**src/rtl/gbe_tx_arb.sv**
```systemverilog
// gbe_tx_arb: two-source (application / CPU) frame arbiter feeding a byte-wide
// GbE MAC transmit interface. A winner is registered in IDLE and owns the MAC
// for one whole frame. Frames longer than MAX_BYTES are cut on the MAC side
// and the remaining source bytes are drained silently. IFG_CYCLES idle cycles
// are forced between frames.
//
// Parameters:
//   IFG_CYCLES   idle cycles between frames (0 = back-to-back)
//   MAX_BYTES    maximum bytes sent on the MAC per frame before truncation
//   CPU_PRIORITY 0 = round-robin on a tie, 1 = CPU always wins a tie
//
// Ports:
//   mac_tx_clk, mac_tx_rst_n      clock, synchronous active-low reset
//   app_req/cpu_req               source holds a complete frame (level)
//   app_data/cpu_data             source head byte (first-word-fall-through)
//   app_eof/cpu_eof               head byte is the last byte of the frame
//   app_rd/cpu_rd                 pop the source head byte this cycle
//   app_gnt/cpu_gnt               source owns the MAC for the current frame
//   mac_tx_data, mac_tx_dvld      byte to the MAC and its valid
//   mac_tx_ack                    MAC accepted the byte this cycle
//   arb_busy                      arbiter not idle
//   arb_trunc                     one-cycle pulse when a frame is truncated
//   app_frames/cpu_frames         per-source frame counters, only present when
//                                 GBE_TX_ARB_STATS_EN is defined
module gbe_tx_arb #(
  parameter int IFG_CYCLES   = 12,
  parameter int MAX_BYTES    = 2048,
  parameter int CPU_PRIORITY = 0
) (
  input  logic       mac_tx_clk,
  input  logic       mac_tx_rst_n,
  input  logic       app_req,
  input  logic [7:0] app_data,
  input  logic       app_eof,
  output logic       app_rd,
  output logic       app_gnt,
  input  logic       cpu_req,
  input  logic [7:0] cpu_data,
  input  logic       cpu_eof,
  output logic       cpu_rd,
  output logic       cpu_gnt,
  output logic [7:0] mac_tx_data,
  output logic       mac_tx_dvld,
  input  logic       mac_tx_ack,
  output logic       arb_busy,
  output logic       arb_trunc
`ifdef GBE_TX_ARB_STATS_EN
  ,
  output logic [15:0] app_frames,
  output logic [15:0] cpu_frames
`endif
);

  localparam int CW = (MAX_BYTES > 2) ? $clog2(MAX_BYTES) : 1;
  localparam int GW = (IFG_CYCLES > 2) ? $clog2(IFG_CYCLES) : 1;
  localparam logic [CW-1:0] CNT_LAST = CW'(MAX_BYTES - 1);
  localparam logic [GW-1:0] GAP_LAST = GW'((IFG_CYCLES > 0) ? IFG_CYCLES - 1 : 0);

  localparam logic [1:0] S_IDLE  = 2'd0;
  localparam logic [1:0] S_SEND  = 2'd1;
  localparam logic [1:0] S_DRAIN = 2'd2;
  localparam logic [1:0] S_GAP   = 2'd3;
  // With no inter-frame gap the end of a frame returns straight to IDLE.
  localparam logic [1:0] S_POST  = (IFG_CYCLES == 0) ? S_IDLE : S_GAP;

  logic [1:0]    state_q, state_d;
  logic          sel_cpu_q, sel_cpu_d;    // granted source, 1 = CPU
  logic          last_cpu_q, last_cpu_d;  // last served source, 1 = CPU
  logic [CW-1:0] cnt_q, cnt_d;
  logic [GW-1:0] gap_q, gap_d;
  logic          trunc_q, trunc_d;

  logic send, drain, own, pop, head_eof;

  assign send     = (state_q == S_SEND);
  assign drain    = (state_q == S_DRAIN);
  assign own      = send | drain;
  assign head_eof = sel_cpu_q ? cpu_eof : app_eof;
  // Gated by reset so an aborted frame never loses a byte from its source.
  assign pop      = mac_tx_rst_n & ((send & mac_tx_ack) | drain);

  assign app_rd      = pop & ~sel_cpu_q;
  assign cpu_rd      = pop & sel_cpu_q;
  assign app_gnt     = own & ~sel_cpu_q;
  assign cpu_gnt     = own & sel_cpu_q;
  assign mac_tx_data = send ? (sel_cpu_q ? cpu_data : app_data) : '0;
  assign mac_tx_dvld = send;
  assign arb_busy    = (state_q != S_IDLE);
  assign arb_trunc   = trunc_q;

  always_comb begin
    state_d    = state_q;
    sel_cpu_d  = sel_cpu_q;
    last_cpu_d = last_cpu_q;
    cnt_d      = cnt_q;
    gap_d      = gap_q;
    trunc_d    = 1'b0;
    case (state_q)
      S_IDLE: begin
        if (app_req || cpu_req) begin
          state_d = S_SEND;
          cnt_d   = '0;
          if (app_req && cpu_req)
            sel_cpu_d = (CPU_PRIORITY != 0) ? 1'b1 : ~last_cpu_q;
          else
            sel_cpu_d = cpu_req;
        end
      end
      S_SEND: begin
        if (mac_tx_ack) begin
          cnt_d = cnt_q + CW'(1);
          if (head_eof) begin
            state_d    = S_POST;
            gap_d      = '0;
            last_cpu_d = sel_cpu_q;
          end else if (cnt_q == CNT_LAST) begin
            state_d    = S_DRAIN;
            trunc_d    = 1'b1;
            last_cpu_d = sel_cpu_q;
          end
        end
      end
      S_DRAIN: begin
        if (head_eof) begin
          state_d = S_POST;
          gap_d   = '0;
        end
      end
      S_GAP: begin
        if (gap_q == GAP_LAST) state_d = S_IDLE;
        else                   gap_d   = gap_q + GW'(1);
      end
      default: state_d = S_IDLE;
    endcase
  end

  always_ff @(posedge mac_tx_clk) begin
    if (!mac_tx_rst_n) begin
      state_q    <= S_IDLE;
      sel_cpu_q  <= 1'b0;
      last_cpu_q <= 1'b1;
      cnt_q      <= '0;
      gap_q      <= '0;
      trunc_q    <= 1'b0;
    end else begin
      state_q    <= state_d;
      sel_cpu_q  <= sel_cpu_d;
      last_cpu_q <= last_cpu_d;
      cnt_q      <= cnt_d;
      gap_q      <= gap_d;
      trunc_q    <= trunc_d;
    end
  end

`ifdef GBE_TX_ARB_STATS_EN
  // A frame is counted when it completes or when it is cut at MAX_BYTES.
  logic frame_end;
  assign frame_end = send & mac_tx_ack & (head_eof | (cnt_q == CNT_LAST));

  always_ff @(posedge mac_tx_clk) begin
    if (!mac_tx_rst_n) begin
      app_frames <= '0;
      cpu_frames <= '0;
    end else if (frame_end) begin
      if (sel_cpu_q) cpu_frames <= cpu_frames + 16'd1;
      else           app_frames <= app_frames + 16'd1;
    end
  end
`endif

endmodule
```
**config.mk**
```make
export PLATFORM = sky130hd
export DESIGN_NAME = gbe_tx_arb
export DESIGN_NICKNAME = d
export VERILOG_FILES = /design/src/rtl/gbe_tx_arb.sv
export SDC_FILE = /design/constraint.sdc
export NUM_CORES = 1
export LEC_CHECK = 0
export CAP_MARGIN = 30
export CORE_ASPECT_RATIO = 1.4
export CORE_MARGIN = 4
export CORE_UTILIZATION = 27
export CTS_CLUSTER_SIZE = 28
export DETAILED_ROUTE_END_ITERATION = 10
export GPL_TIMING_DRIVEN = 0
export HOLD_SLACK_MARGIN = 0.1
export PLACE_DENSITY = 0.57
export SLEW_MARGIN = 10
export SYNTH_ARGS = -nofsm -noshare
export SYNTH_HDL_FRONTEND = slang
export SYNTH_SLANG_ARGS = --single-unit
```
**constraint.sdc**
```tcl
create_clock -name mac_tx_clk -period 2.01 [get_ports mac_tx_clk]
set_input_delay 0.402 -clock mac_tx_clk [delete_from_list [all_inputs] [get_ports mac_tx_clk]]
set_output_delay 0.402 -clock mac_tx_clk [all_outputs]
set_load 0.01 [all_outputs]
```
Word-level counts from Yosys, hierarchy flattened
Index checks and enable logic that the tools add are counted.
- bits in registers: 20
- bits of input ports: 23
- logic and storage cells: 66
- add/sub/neg operators: 2
- equal/unequal tests: 11
- multiplexer cells: 21
- bitwise logic cells: 13
- reductions and logical operators: 13
- operators by type and width (operator ; number):
    $mux W11 ; 2
    $pmux W11 S2 ; 1
    $mux W8 ; 2
    $mux W2 ; 6
    $mux W4 ; 3
    $pmux W4 S3 ; 1
    $add A11 B1 Y11 const B ; 1
    $eq A11 B11 Y1 const B ; 1
    $reduce_and A3 Y1 ; 3
    $ne A2 B2 Y1 const B ; 4
    $pmux W2 S4 ; 1
    $and A1 B1 Y1 ; 6
    $reduce_bool A2 Y1 ; 3
    $mux W1 ; 5
    $not A1 Y1 ; 5
    $reduce_and A5 Y1 ; 1
    $add A4 B1 Y4 const B ; 1
    $eq A2 B2 Y1 const B ; 2
    $eq A4 B4 Y1 const B ; 1
    $reduce_or A4 Y1 ; 1
    $ne A3 B1 Y1 const B ; 1
    $reduce_bool A3 Y1 ; 1
    $eq A2 B1 Y1 const B ; 1
    $logic_not A2 Y1 ; 1
    5 further kinds ; 6

Logic depth before layout (Yosys ltp)
Gate-level depths: netlist of run 1.
- depth in word-level cells: 5
- gate-level depth with buffers: 8

Least setup slack after synthesis of run 1
Ideal clock, no wire load.
- path kind: register to register
- start point: register state_q[1]
- end point: register gap_q[3]
- arrival: 1.866 ns
- required time: 1.940 ns
- path slack: 0.074 ns
- stages on the path, launching flop included: 9
- buffers on the path: 2
- period minus slack after synthesis: 1.936 ns
- path through: dfxtp_1 -> inv_1 -> ha_1 -> buf_6 -> nor2b_4 -> or2_0 -> buf_2 -> or4_1 -> a21oi_1
- longest elaborated chain between the ends: 3
- elaborated cells on any way between the ends: 8
- those cells by class: eq/ne: 5; mux: 1; reduce/logical: 2
- ends and longest elaborated chain (element ; RTL line ; RTL):
    start: declaration ; 66 ; logic [1:0] state_q, state_d;
    start signal: assignment ; 146 ; state_q <= state_d;
    $eq A2 B1 Y1 * ; -- ;
    via mac_tx_dvld ; 43 ; output logic mac_tx_dvld,
    $ne A2 B2 Y1 (no source line) or $reduce_bool A3 Y1 (tied branches) ; -- ;
    $reduce_and A3 Y1 (no source line) ; -- ;
    end signal: assignment ; 150 ; gap_q <= gap_d;
    end: declaration ; 70 ; logic [GW-1:0] gap_q, gap_d;
Mark *: on every way through the listed nets, which the timed path passes. The rest lies on a longest branch.
A chain may end at the register's enable or synchronous reset.

Worst setup path in the final report of run 1
- start point: register sel_cpu_q
- end point: output port mac_tx_data[3]
- longest elaborated chain between the ends: 2
- ends and longest elaborated chain (element ; RTL line ; RTL):
    start: declaration ; 67 ; logic sel_cpu_q, sel_cpu_d;
    start signal: assignment ; 147 ; sel_cpu_q <= sel_cpu_d;
    $mux W8 (2 in series) ; 86 ; assign mac_tx_data = send ? (sel_cpu_q ? cpu_data : app_data) : '0;
    end: declaration ; 42 ; output logic [7:0] mac_tx_data,
Every way passes these cells.

==> reports/qor.csv, run 1 <==
metric,value,unit
Mapped Avg Cell Area,8.31,sq um
post-route ant nets,0,
I/O Buffers,37,
Post-Syn Instances,161,
Power Dens Cells,937,nW/um^2
setup TNS,0,ns
TritonRoute pass-1 iters,4,
final core occ,0.392,
die footprint,6160,sq um
fin crit period,1.91,ns
Worst Skew,0.00170,ns
RD Place Congestion,0.756,
most frequent cells in the layout,"clkdlybuf4s50_1 (22), dfxtp_1 (18), o21ai_0 (13), nand2_1 (13), nor2b_1 (12)",
fraction of layout cells with a size suffix above 1,0.142,
unrepaired setup endpoints after global routing,no,
CP Capture Type,output port,
WS Path Type,flip-flop to output port,
min-delay worst type,flip-flop to flip-flop,
register area share after synthesis,0.299,
crit share post-route,0.949,
Final #Nets,234,
fillcell total,489,
clk_lat worst skew,0.26,ns
Slew Limit Fails,0,
synthesis-stage register bit count,20,
initial core utilization,0.276,
Post-Place Cells,263,
routed wl met2,1660,um
Inserted Clock Buffers,3,
Final Hold Viols,0,
Buf/Inv on CP,3,
Die H,91.3,um
Max stage delay on crit path,0.31,ns
Lkg Pwr,0.684,nW
"commonest non-fill, non-tap cell in the layout",clkdlybuf4s50_1,
GR Overflow Total,0,
max-cap check violation count,0,
Sink Count,20,
Netlist cell types,40,
DIE WIDTH,67.5,um
vias in the first global route,1313,
Tot Pwr,1.78,mW
number of diodes,0,
Post-Syn Nets,190,
"Data arrival, critical path",1.51,ns
worst-margin pin slew,0.637,ns
CORE AREA,4840,sq um
DR WL met3,261,um
initial antenna violation count,0,
IO Count,38,
cell row count,30,
Register Area,405,sq um
Synth top area share,0.299,
first-pass GRT wire length,5610,um
Max VDD drop,0.000406,V
DRT met1 WL,1340,um
initial DRC count,24,
largest net degree at the start of global routing,12,
crit start category,flip-flop,
GRT Total Usage,0.116,
area taken by multi-input logic gates,900,sq um
CP max FO,10,
"delay-heaviest family, CP",buffers and inverters,
synth warn,0,
CTS Root Cell,clkbuf_8,
DPL Wire Length,2670,um
Max Used Layer,met4,
Vias,1300,
WL final,3320,um
critical path data required time,1.61,ns
largest buffer count on any clock path,2,
Hold WS,0.489,ns
Finish-stage setup viols,0,
Worst-path clk slew,0.08,ns
H-tree Lvls,1,
Synth area leaders,"dfxtp_1 (30%), mux2i_1 (8.2%), ha_1 (5.6%), nor2b_1 (5.6%), o21ai_0 (5.2%)",
drt wl/cell,12.4,um
CTS Hold Bufs,0,
Synth area leader,dfxtp_1,
post-synthesis cell area,1340,sq um
Fmax,524,MHz
Slowest cell on crit path,dfxtp_1,
P&R area growth vs syn,41.8,%
DRC,0,
DR vias/cell,4.85,
status,completed,
post-route insts no fill,268,
slew margin rel.,0.574,
worst path cell trace,buf_2 -> buf_4 -> mux2i_1 -> nor2b_1 -> dlygate4sd2_1,
CTS tree,done,
-- what timing repair did --
action,in CTS,in global routing
gates cloned,0,0
pin swaps,1,1
endpoints found under the setup margin,17,14
resized for setup,36,11
setup buffers,2,0
-- power breakdown --
| group | total (mW) | internal [mW] | switching [mW] |
|---|---|---|---|
| sequential | 0.476 | 0.439 | 0.0374 |
| clock | 0.311 | 0.174 | 0.137 |
| combinational | 0.990 | 0.497 | 0.492 |
-- worst paths after layout --
kind	slack (ns)	cells after the start	endpoint	start
worst min-delay path	0.49	2	gap_q[3]$_SDFFE_PN0P_	gap_q[3]$_SDFFE_PN0P_
worst max-delay path	0.10	5	mac_tx_data[3]	sel_cpu_q$_SDFFE_PN0P_
worst max register to register	0.11	8	gap_q[3]$_SDFFE_PN0P_	state_q[1]$_SDFFE_PN0P_
worst min register to register	0.49	2	gap_q[3]$_SDFFE_PN0P_	gap_q[3]$_SDFFE_PN0P_
-- cells by family (layout without fill, tap and decap cells) --
logic type / after synthesis / count (layout) / synth area share
adders and majority gates: 6 / 6 / 0.0561
and+or+nand+nor: 67 / 67 / 0.286
AOI/OAI and AO/OA: 39 / 39 / 0.196
xor gates and xnor gates: 3 / 3 / 0.0196
buffers and inverters: 13 / 56 / 0.0440
muxes: 13 / 13 / 0.0992
DFF: 20 / 20 / 0.299
-- final cells by class --
cell class / count / area share
clock buffers: 4 / 0.0290
multi-input cells: 128 / 0.474
flip-flops and latches: 20 / 0.214
well taps: 64 / 0.0422
inverters: 6 / 0.0119
repair buffers: 40 / 0.199
plain buffers: 6 / 0.0297
-- layer usage --
layer,up-vias,GRT usage
met5,-,0
met4,0,0.0541
met3,6,0.0359
met2,41,0.201
met1,582,0.122
li1,671,-
-- cell usage after synthesis (all sizes together) --
library cell / number
or3b: 1
nand4: 7
dfxtp: 20
mux2: 2
o311ai: 1
nor3b: 2
inv: 6
o31a: 1
or2: 1
xor2: 2
or4: 2
ha: 6
or3: 7
a32oi: 1
and2: 6
and3: 1
xnor2: 1
buf: 4
nand3: 4
nand3b: 1
a31oi: 1
a21boi: 3
nor2: 7
o31ai: 4
a2111oi: 1
a211oi: 1
a21oi: 9
nand2: 13
nor4: 1
and4: 1
clkbuf: 3
mux2i: 11
o22a: 1
nor2b: 13
o41ai: 1
a22o: 1
o21ai: 14
-- flip-flops by register name (all words and copies together) (netlist names) --
signal / cells
arb_trunc: 1
cnt_q: 11
gap_q: 4
last_cpu_q: 1
sel_cpu_q: 1
state_q: 2
-- worst register-to-register path: cells and delay by family, from the launching register on --
family	cells	cell delay [ns]
AND/OR/NAND/NOR	3	0.84
buffers and inverters	3	0.35
flip-flops	1	0.34
adder cells (fa/ha/maj)	1	0.16
AO/OA/AOI/OAI	1	0.15
-- through the flow --
stage                     area (sq um)  worst slack [ns]
after global placement            1790            -0.617
after global routing              1900           0.00293
final                             1900             0.103
after floorplan                   1340            0.0739
after detailed placement          1790            -0.611
after CTS                         1890          -0.00235
Power figures use the tool's default switching activity.
==> run 2, diff against run 1 <==
--- a/config.mk
+++ b/config.mk
@@ -14,7 +14,6 @@
 export GPL_TIMING_DRIVEN = 0
 export HOLD_SLACK_MARGIN = 0.1
 export PLACE_DENSITY = 0.57
-export SLEW_MARGIN = 10
 export SYNTH_ARGS = -nofsm -noshare
 export SYNTH_HDL_FRONTEND = slang
 export SYNTH_SLANG_ARGS = --single-unit
==> reports/qor.csv, run 2 (synthesized netlist as in run 1, its figures left out) <==
metric,value,unit,change
Int Pwr,1.08,mW,was 1.11 mW
first-pass GRT wire length,5640,um,was 5610 um
Post-Place Cells,263,,unchanged
Die H,91.3,um,unchanged
DRC,0,,unchanged
part of the power in registers,0.269,,was 0.268
cell row count,30,,unchanged
P&R area growth vs syn,38.6,%,was 41.8%
Worst Skew,0.00146,ns,was 0.00170 ns
min setup slack post-route,0.0939,ns,was 0.103 ns
pre-CTS setup slack,-0.606,ns,was -0.611 ns
Vias,1328,,"was 1,300"
DR vias/cell,4.96,,was 4.85
Slew Limit Fails,0,,unchanged
GR Overflow Total,0,,unchanged
status,completed,,unchanged
Sw Share,0.379,,was 0.375
number of diodes,0,,unchanged
slew margin rel.,0.560,,was 0.574
initial core utilization,0.276,,unchanged
Inserted Clock Buffers,3,,unchanged
largest net degree at the start of global routing,12,,unchanged
largest buffer count on any clock path,2,,unchanged
post-route ant nets,0,,unchanged
"commonest non-fill, non-tap cell in the layout",clkdlybuf4s50_1,,unchanged
Fmax,522,MHz,was 524 MHz
WS Path Type,flip-flop to flip-flop,,was flip-flop to output port
Area after DPL,1790,sq um,unchanged
H-tree Lvls,1,,unchanged
crit share post-route,0.953,,was 0.949
drt wl/cell,12.3,um,was 12.4 um
worst-margin pin slew,0.658,ns,was 0.637 ns
Top reg by flops,cnt_q,,unchanged
Power Dens Cells,942,nW/um^2,was 937 nW/um^2
DPL Wire Length,2660,um,was 2670 um
Sink Count,20,,unchanged
fillcell total,507,,was 489
Comb pwr share,0.552,,was 0.557
most frequent cells in the layout,"clkdlybuf4s50_1 (23), dfxtp_1 (18), o21ai_0 (13), nand2_1 (13), nor2b_1 (12)",,"was clkdlybuf4s50_1 (22), dfxtp_1 (18), o21ai_0 (13), nand2_1 (13), nor2b_1 (12)"
crit start category,flip-flop,,unchanged
final core occ,0.383,,was 0.392
CP max FO,9,,was 10
vias in the first global route,1334,,"was 1,313"
Final #Nets,234,,unchanged
RD Place Congestion,0.756,,unchanged
die footprint,6160,sq um,unchanged
CP Capture Type,flip-flop,,was output port
post-route cell area,1850,sq um,was 1900 sq um
CTS Hold Bufs,0,,unchanged
fraction of layout cells with a size suffix above 1,0.162,,was 0.142
biggest regs,"cnt_q: 11 flops, gap_q: 4 flops, state_q: 2 flops",,unchanged
clock power share,0.179,,was 0.175
min-delay worst type,flip-flop to flip-flop,,unchanged
Finish-stage setup viols,0,,unchanged
WL final,3290,um,was 3320 um
Final Hold Viols,0,,unchanged
DIE WIDTH,67.5,um,unchanged
TritonRoute pass-1 iters,4,,unchanged
Net Sw Power,0.662,mW,was 0.666 mW
Max VDD drop,0.000574,V,was 0.000406 V
clk_lat worst skew,0.26,ns,about the same
CORE AREA,4840,sq um,unchanged
Worst-path clk slew,0.08,ns,about the same
fin crit period,1.92,ns,was 1.91 ns
unrepaired setup endpoints after global routing,no,,unchanged
CTS Root Cell,clkbuf_8,,unchanged
initial DRC count,12,,was 24
post-route insts no fill,268,,unchanged
I/O Buffers,37,,unchanged
Lkg Pwr,0.664,nW,was 0.684 nW
initial antenna violation count,0,,unchanged
max reg flops,11,,unchanged
"Data arrival, critical path",2.11,ns,was 1.51 ns
GRT Total Usage,0.117,,was 0.116
max-cap check violation count,0,,unchanged
IO Count,38,,unchanged
critical path data required time,2.21,ns,was 1.61 ns
CTS tree,done,,unchanged
-- run 2: cell count changes in the layout (fill, tap and decap cells not counted), sizes merged --
cell           previous run  this run
dlymetal6s2s              2         0
clkdlybuf4s50            22        23
clkbuf                    9        16
clkdlybuf4s15             6         0
-- run 2: power groups by stage --
| stage | registers, mW | logic, mW | clock network (mW) |
|---|---|---|---|
| floorplan | 0.465 | 0.607 | 0 |
| global route | 0.477 | 1.07 | 0.337 |
| CTS | 0.464 | 0.982 | 0.321 |
| finish | 0.469 | 0.964 | 0.313 |
| global placement | 0.473 | 0.973 | 0 |
| detailed placement | 0.474 | 0.978 | 0 |
-- run 2: final cells by class --
class	instances	area, sq um	share of cell area
multi-input cells	128	900	0.485
flip-flops and latches	20	403	0.217
repair buffers	40	335	0.181
well taps	64	80.1	0.0432
plain buffers	6	58.8	0.0317
clock buffers	4	55.1	0.0297
inverters	6	22.5	0.0121
-- run 2: per-stage QoR --
step,setup TNS (ns),hold slack [ns],total power [mW]
detailed placement,-4.80,0.480,1.45
global route,0,0.530,1.89
floorplan,0,0.452,1.07
global placement,-5.91,0.472,1.45
finish,0,0.488,1.75
CTS,0,0.491,1.77
-- run 2: worst max-delay path: stages, from the launching register on --
cell and delay (ns):
dfxtp_2 0.33, inv_1 0.08, ha_4 0.17, buf_6 0.13, nor2b_4 0.14, or2_0 0.21
buf_4 0.16, or4_1 0.50, a21oi_1 0.13
-- run 2: routing by layer --
metal / vias up / routed length [um] / track usage
li1: 669 / - / -
met1: 610 / 1320 / 0.120
met2: 44 / 1670 / 0.212
met3: 5 / 231 / 0.0334
met4: 0 / 63 / 0.0508
met5: - / 0 / 0
-- run 2: timing repair --
action / CTS / global route
pin swaps: 1 / 2
setup buffers: 2 / 0
gates resized for setup: 30 / 21
setup endpoints to repair: 19 / 16
-- run 2: path summary, 6_finish.rpt --
kind	depth (start not counted)	startpoint	slack, ns	to
worst max-delay path	8	state_q[1]$_SDFFE_PN0P_	0.09	gap_q[3]$_SDFFE_PN0P_
worst min-delay path	2	gap_q[3]$_SDFFE_PN0P_	0.49	gap_q[3]$_SDFFE_PN0P_
worst max register to register	8	state_q[1]$_SDFFE_PN0P_	0.09	gap_q[3]$_SDFFE_PN0P_
worst min register to register	2	gap_q[3]$_SDFFE_PN0P_	0.49	gap_q[3]$_SDFFE_PN0P_
